## src/rtl/dmem_arbiter.sv

```systemverilog
// dmem_arbiter: round-robin arbiter letting two masters share one single-port word RAM.
// Define DMEM_ARB_LOCK_EN to build the ownership lock with idle-timeout release.
module dmem_arbiter #(
  parameter int DEPTH_WORDS  = 256,
  parameter int LOCK_TIMEOUT = 16
) (
  input  logic        clk,
  input  logic        reset,
  input  logic        p0_req,
  input  logic        p0_we,
  input  logic [31:0] p0_addr,
  input  logic [31:0] p0_wdata,
  input  logic        p0_lock,
  output logic        p0_gnt,
  output logic        p0_rvalid,
  output logic [31:0] p0_rdata,
  output logic        p0_err,
  input  logic        p1_req,
  input  logic        p1_we,
  input  logic [31:0] p1_addr,
  input  logic [31:0] p1_wdata,
  input  logic        p1_lock,
  output logic        p1_gnt,
  output logic        p1_rvalid,
  output logic [31:0] p1_rdata,
  output logic        p1_err,
  output logic        mem_we,
  output logic [31:0] mem_a,
  output logic [31:0] mem_wd,
  input  logic [31:0] mem_rd
);

  localparam logic [29:0] LIMIT_WORDS = 30'(DEPTH_WORDS);

  function automatic logic legal_f(input logic [31:0] addr);
    return (addr[1:0] == 2'b00) && (addr[31:2] < LIMIT_WORDS);
  endfunction

  logic        ok0_s, ok1_s;
  logic        gnt0_s, gnt1_s, any_gnt_s, sel_s;
  logic        sel_we_s, sel_legal_s;
  logic [31:0] sel_addr_s, sel_wdata_s, rd_capture_s;
  logic        last_q, last_d;
  logic [1:0]  rvalid_q, rvalid_d, err_q, err_d;
  logic [31:0] rdata0_q, rdata0_d, rdata1_q, rdata1_d;

`ifdef DMEM_ARB_LOCK_EN
  logic       own_valid_q, own_valid_d, own_port_q, own_port_d;
  logic [7:0] idle_cnt_q, idle_cnt_d, idle_inc_s;
  logic       own_req_s, sel_lock_s;

  assign ok0_s = ~own_valid_q | ~own_port_q;
  assign ok1_s = ~own_valid_q | own_port_q;

  // Ownership follows the lock bit of every grant; an idle owner times out.
  always_comb begin
    own_req_s   = own_port_q ? p1_req : p0_req;
    sel_lock_s  = sel_s ? p1_lock : p0_lock;
    idle_inc_s  = idle_cnt_q + 8'd1;
    own_valid_d = own_valid_q;
    own_port_d  = own_port_q;
    idle_cnt_d  = idle_cnt_q;
    if (any_gnt_s) begin
      own_valid_d = sel_lock_s;
      own_port_d  = sel_s;
      idle_cnt_d  = 8'd0;
    end else if (own_valid_q) begin
      if (own_req_s) begin
        idle_cnt_d = 8'd0;
      end else if (idle_inc_s >= 8'(LOCK_TIMEOUT)) begin
        own_valid_d = 1'b0;
        idle_cnt_d  = 8'd0;
      end else begin
        idle_cnt_d = idle_inc_s;
      end
    end else begin
      idle_cnt_d = 8'd0;
    end
  end

  // Lock state registers.
  always_ff @(posedge clk) begin
    if (reset) begin
      own_valid_q <= 1'b0;
      own_port_q  <= 1'b0;
      idle_cnt_q  <= 8'd0;
    end else begin
      own_valid_q <= own_valid_d;
      own_port_q  <= own_port_d;
      idle_cnt_q  <= idle_cnt_d;
    end
  end
`else
  logic unused_lock_s;
  assign unused_lock_s = p0_lock ^ p1_lock ^ (LOCK_TIMEOUT == 0);
  assign ok0_s = 1'b1;
  assign ok1_s = 1'b1;
`endif

  // Grant: the port that did not win last time takes a contended slot.
  always_comb begin
    gnt0_s = 1'b0;
    gnt1_s = 1'b0;
    if (reset) begin
      gnt0_s = 1'b0;
      gnt1_s = 1'b0;
    end else if (p0_req && ok0_s && p1_req && ok1_s) begin
      gnt0_s = last_q;
      gnt1_s = ~last_q;
    end else begin
      gnt0_s = p0_req & ok0_s;
      gnt1_s = p1_req & ok1_s;
    end
    any_gnt_s = gnt0_s | gnt1_s;
    sel_s     = gnt1_s;
  end

  // Memory drive from the granted port; illegal accesses never write.
  always_comb begin
    sel_we_s    = sel_s ? p1_we    : p0_we;
    sel_addr_s  = sel_s ? p1_addr  : p0_addr;
    sel_wdata_s = sel_s ? p1_wdata : p0_wdata;
    sel_legal_s = legal_f(sel_addr_s);
    if (any_gnt_s) begin
      mem_we = sel_we_s & sel_legal_s;
      mem_a  = sel_addr_s;
      mem_wd = sel_wdata_s;
    end else begin
      mem_we = 1'b0;
      mem_a  = 32'h0;
      mem_wd = 32'h0;
    end
  end

  // Next response state: only the granted port's data/err change.
  always_comb begin
    rd_capture_s = (sel_legal_s && !sel_we_s) ? mem_rd : 32'h0;
    rvalid_d     = {gnt1_s, gnt0_s};
    last_d       = any_gnt_s ? sel_s : last_q;
    if (gnt0_s) begin
      rdata0_d = rd_capture_s;
      err_d[0] = ~sel_legal_s;
    end else begin
      rdata0_d = rdata0_q;
      err_d[0] = err_q[0];
    end
    if (gnt1_s) begin
      rdata1_d = rd_capture_s;
      err_d[1] = ~sel_legal_s;
    end else begin
      rdata1_d = rdata1_q;
      err_d[1] = err_q[1];
    end
  end

  // Pointer and response registers.
  always_ff @(posedge clk) begin
    if (reset) begin
      last_q   <= 1'b1;
      rvalid_q <= 2'b00;
      err_q    <= 2'b00;
      rdata0_q <= 32'h0;
      rdata1_q <= 32'h0;
    end else begin
      last_q   <= last_d;
      rvalid_q <= rvalid_d;
      err_q    <= err_d;
      rdata0_q <= rdata0_d;
      rdata1_q <= rdata1_d;
    end
  end

  // Responses are masked while reset is high so a pending pulse is dropped.
  assign p0_gnt    = gnt0_s;
  assign p1_gnt    = gnt1_s;
  assign p0_rvalid = rvalid_q[0] & ~reset;
  assign p1_rvalid = rvalid_q[1] & ~reset;
  assign p0_err    = err_q[0] & ~reset;
  assign p1_err    = err_q[1] & ~reset;
  assign p0_rdata  = reset ? 32'h0 : rdata0_q;
  assign p1_rdata  = reset ? 32'h0 : rdata1_q;

endmodule
```

## config.mk

```make
export PLATFORM = sky130hd
export DESIGN_NAME = dmem_arbiter
export DESIGN_NICKNAME = d
export VERILOG_FILES = /design/src/rtl/dmem_arbiter.sv
export SDC_FILE = /design/constraint.sdc
export NUM_CORES = 1
export LEC_CHECK = 0
export CORE_AREA = 2 2 119 121
export DETAILED_ROUTE_END_ITERATION = 10
export DIE_AREA = 0 0 121 123
export PLACE_DENSITY = 0.69
export SLEW_MARGIN = 5
export SYNTH_ARGS = -nofsm -noshare
export SYNTH_HDL_FRONTEND = slang
export SYNTH_SLANG_ARGS = --single-unit
```

## constraint.sdc

```tcl
create_clock -name clk -period 2.4 [get_ports clk]
set_input_delay 0.72 -clock clk [delete_from_list [all_inputs] [get_ports clk]]
set_output_delay 0.72 -clock clk [all_outputs]
set_load 0.1 [all_outputs]
```

# Yosys cells after proc, flatten, opt, wreduce, memory -nomap -nowiden
# Cells that the tools add are included.
[classes] order_cmp=1 n_mux=13 bitwise=9 reduce_logical=5
[ops] cell="32-bit 2-to-1 mux" n=7
[ops] cell="30-bit by 9-bit < comparator with 1-bit output, second input constant" n=1
[ops] cell="1-bit 2-to-1 mux" n=6
[ops] cell="1-bit bitwise AND" n=5
[ops] cell="1-bit logical AND" n=3
[ops] cell="1-bit NOT" n=3
[ops] cell="2-bit logical NOT" n=1
[ops] cell="1-bit logical NOT" n=1
[ops] cell="1-bit OR" n=1
[totals] register_bits=69 input_bits=168 output_inout_bits=135 word_cells=34

# Longest topological paths before layout
[logic_depth] word_depth=8 depth_mapped=7 mapped_depth_nobuf=6

# Least setup slack after synthesis
# OpenSTA, ideal clock, no wires.
[synth_timing] kind="input-to-output" startpoint="in p0_req" endpoint="out mem_a[23]" arrival_ps=3611 required_ps=1680 path_slack_ps=-1931 stages=6 path_buffers=1 path_cell_list="nand2_1 -> nand3_1 -> inv_1 -> clkbuf_1 -> nand2_1 -> a21oi_1"
[synth_via] elab_chain_cells=5 elab_cells_between_ends=8 cone_classes="mux: 6; bitwise: 1; reduce/logical: 1"
[synth_lines] item="from (decl)" line="9" rtl="input logic p0_req,"
[synth_lines] item="1-bit logical AND (*)" line="107" rtl="end else if (p0_req && ok0_s && p1_req && ok1_s) begin"
[synth_lines] item="1-bit 2-to-1 mux (*)" line="107"
[synth_lines] item="1-bit 2-to-1 mux (*)" line="104" rtl="if (reset) begin"
[synth_lines] item="via p1_gnt" line="23" rtl="output logic p1_gnt,"
[synth_lines] item="32-bit 2-to-1 mux or 1-bit OR (tied branches)" line="121, 114"
[synth_lines] item="32-bit 2-to-1 mux (*)" line="124" rtl="if (any_gnt_s) begin"
[synth_lines] item="to (decl)" line="28" rtl="output logic [31:0] mem_a,"
# The timed path passes the listed nets; every way through them passes the cells marked *.

# Final worst setup path
[layout_timing] startpoint="in p1_addr[24]" endpoint="out mem_we"
[layout_via] elab_chain_cells=5
[layout_lines] item="from (decl)" line="20" rtl="input logic [31:0] p1_addr,"
[layout_lines] item="32-bit 2-to-1 mux" line="121" rtl="sel_addr_s = sel_s ? p1_addr : p0_addr;"
[layout_lines] item="30-bit by 9-bit < comparator with 1-bit output" line="36" rtl="return (addr[1:0] == 2'b00) && (addr[31:2] < LIMIT_WORDS);"
[layout_lines] item="1-bit logical AND" line="36"
[layout_lines] item="1-bit bitwise AND" line="125" rtl="mem_we = sel_we_s & sel_legal_s;"
[layout_lines] item="1-bit 2-to-1 mux" line="124"
[layout_lines] item="to (decl)" line="27" rtl="output logic mem_we,"
# Every way passes these cells.

==> results_dict.tcl <==
set metrics [dict create \
    viasPerCell 5.143 \
    antenna_found_initial 3 \
    period_share 1.175 \
    gr-total-overflow 0 \
    synthCells 472 \
    reg2reg_slack_ns 0.40 \
    synth_most_common_cell "nand2_1" \
    gp_congestion 0.9470 \
    cts.htree.levels 3 \
    die_area_um2 14880 \
    synth_area_per_cell_um2 7.823 \
    finalMaxSlewViolations 0 \
    cts_buffer_depth 2 \
    slew_headroom 0.7215 \
    cpPeakStageDelay_ns 0.33 \
    path_buf_inv 2 \
    dp_hpwl_mm 14.72 \
    root_buffer "clkbuf_16" \
    cts_num_sinks 69 \
    peakVddDrop_mv 0.3080 \
    final_nets 1032 \
    vias 5410 \
    critPathLaunchType "input port" \
    area_growth_syn_to_layout_pct 224.0 \
    path_cells "buf_2 -> nor4_4 -> nand4_2 -> nor3_4 -> nor2_4 -> nor3_4 -> buf_12" \
    cp.required_ns 1.68 \
    power_density_nw_per_um2 369.4 \
    grt_pass1_wl_mm 33.37 \
    critPathLaunch "p1_addr[24]" \
    syn-num-nets 640 \
    netlist_top_cells_area "dfxtp_1, a22o_1, nand2_1, nor2b_1, a21oi_1" \
    grt_max_degree 34 \
    ys_warn_count 0 \
    drc 0 \
    grt_setup_unrepaired "true" \
    hold_violations 0 \
    std_cell_rows 43 \
    layout_min_cycle_time_ns 2.819 \
    fin_ws_ns -0.4194 \
    drt-initial-drc-count 198 \
    ioPinCount 303 \
    first_global_vias 5980 \
    worst_pin_slew_ns 0.4178 \
    path_class "in -> out" \
    dpl_worst_slack_ns -0.7688 \
    power_mw 4.419 \
    io_buffers 300 \
    die_h_um 123 \
    power.leakage_nw 4.838 \
    cts_tree "built" \
    ys.flop_type "dfxtp_1" \
    r2r_start "last_q" \
    cp.arrival_ns 2.10 \
    synth_top_area_frac 0.3741 \
    clk_latency_ns 0.34 \
    crit_slowest_cell "nor4_4" \
    hold_start "last_q" \
    synth_edf_count 0 \
    fmax_mhz 354.7 \
    finalSetupViolations 65 \
    cp_top_family "simple AND/OR/NAND/NOR gates" \
    ys_seq_area_frac 0.3741 \
    synth_area_um2 3692 \
    synth.distinct_cells 28 \
    synth_top_area_cell "dfxtp_1" \
    dr.pass1.iters 4 \
    synth_commonest_cells "nand2_1, dfxtp_1, nor2b_1" \
    fillerInstances 575 \
    finClkSkew_ns 0.007769 \
    drt-total-wl_mm 24.81 \
    hp-class "reg -> reg" \
    ant_nets 0 \
    violations "setup timing" \
    cp-end-kind "output port" \
    numCtsBuffers 9 \
    fp.dieW_um 121 \
    drive_gt1_frac 0.6502 \
    wl_per_cell_um 23.58 \
    synthArstFlopShare 0 \
    outcome "finished, violations left" \
    clk_pin_slew_ns 0.06 \
    fin_util 0.8788 \
    postCtsHoldBufs 0 \
    core_area_um2 13610 \
    grtUsageTotal 0.2951 \
    ys_seq_elements 69 \
    critPathMaxFanout 2 \
    maxCapViolations 0 \
    start_util 0.2713 \
    cpMostUsedCell "nor3_4" \
]
area by class of cell:
| cell class | instances | area, um^2 | area share |
|---|---|---|---|
| Timing Repair inverter | 1 | 16.27 | 0.001360 |
| Tap cell | 180 | 225.2 | 0.01883 |
| Clock inverter | 7 | 51.30 | 0.004289 |
| Inverter | 6 | 40.04 | 0.003347 |
| Sequential cell | 69 | 1381 | 0.1155 |
| Multi-Input combinational cell | 356 | 4141 | 0.3462 |
| Timing Repair Buffer | 421 | 5873 | 0.4910 |
| Clock buffer | 9 | 225.2 | 0.01883 |
| Antenna cell | 3 | 7.507 | 0.0006276 |
sequential cells by signal, summed over array words and instances, names as in the netlist:
register and cells:
rvalid_q 2, rdata1_q 32, rdata0_q 32, last_q 1
err_q 2
what timing repair did:
action | in CTS | in global routing
buffers inserted | 26 | 16
cloned | 17 | 3
pin swaps | 129 | 92
setup endpoints to repair | 133 | 66
gates resized for setup | 350 | 137
stage by stage:
step | cells | setup TNS [ns] | instance area (um^2) | hold WS, ns
floorplan | 472 | -21.12 | 5109 | 0.4960
global placement | 988 | -62.26 | 10080 | 0.5159
detailed placement | 988 | -66.04 | 10080 | 0.5406
CTS | 1047 | -14.55 | 11580 | 0.6110
global route | 1052 | -14.72 | 11960 | 0.6656
finish | 1052 | -11.74 | 11960 | 0.6230
worst min-delay path, stage by stage, from the launching register on:
cell and delay [ns]:
dfxtp_1 0.35, nand2_4 0.10, o21ai_0 0.08, nand2_1 0.07
metal layers:
metal	global-route usage	vias up	share of wire	wire length [um]
met3	0.09041	84	0.058	1445
met2	0.5253	269	0.55	13550
met4	0.1642	0	0.055	1372
li1	-	2418	-	-
met1	0.3103	2639	0.34	8439
met5	0	-	0	0
power by group:
| part | internal [mW] | switching, mW |
|---|---|---|
| logic | 0.863 | 1.18 |
| clock network | 0.701 | 0.522 |
| registers | 1.15 | 0.00333 |
cell usage in the layout, fill, tap and decap left out, drive strengths merged, types with 2 or more instances in the layout:
cell type / count
nor4: 13
a22o: 64
clkinvlp: 2
nor2b: 68
a21oi: 64
nand2: 132
clkdlybuf4s15: 9
inv: 7
buf: 286
nand4: 2
diode: 3
clkinv: 5
clkdlybuf4s50: 114
clkbuf: 11
nor2: 3
dfxtp: 69
nor3: 3
dlygate4sd2: 10
o21ai: 2
cells by family (layout without fill, tap and decap cells):
group / after synthesis / after routing / synth area share
DFF: 69 / 69 / 0.3741
other: 0 / 3 / 0
muxes: 2 / 2 / 0.005761
buffers and inverters: 47 / 444 / 0.06574
AOI/OAI and AO/OA: 132 / 132 / 0.2494
and+or+nand+nor: 222 / 222 / 0.3050
worst paths after layout:
kind / endpoint / cells after the start
max reg2reg: rdata0_q[24] / 11
min reg2reg: last_q / 3
max: mem_we / 7
min: last_q / 3
No activity file was read; power rests on OpenSTA's default activity.
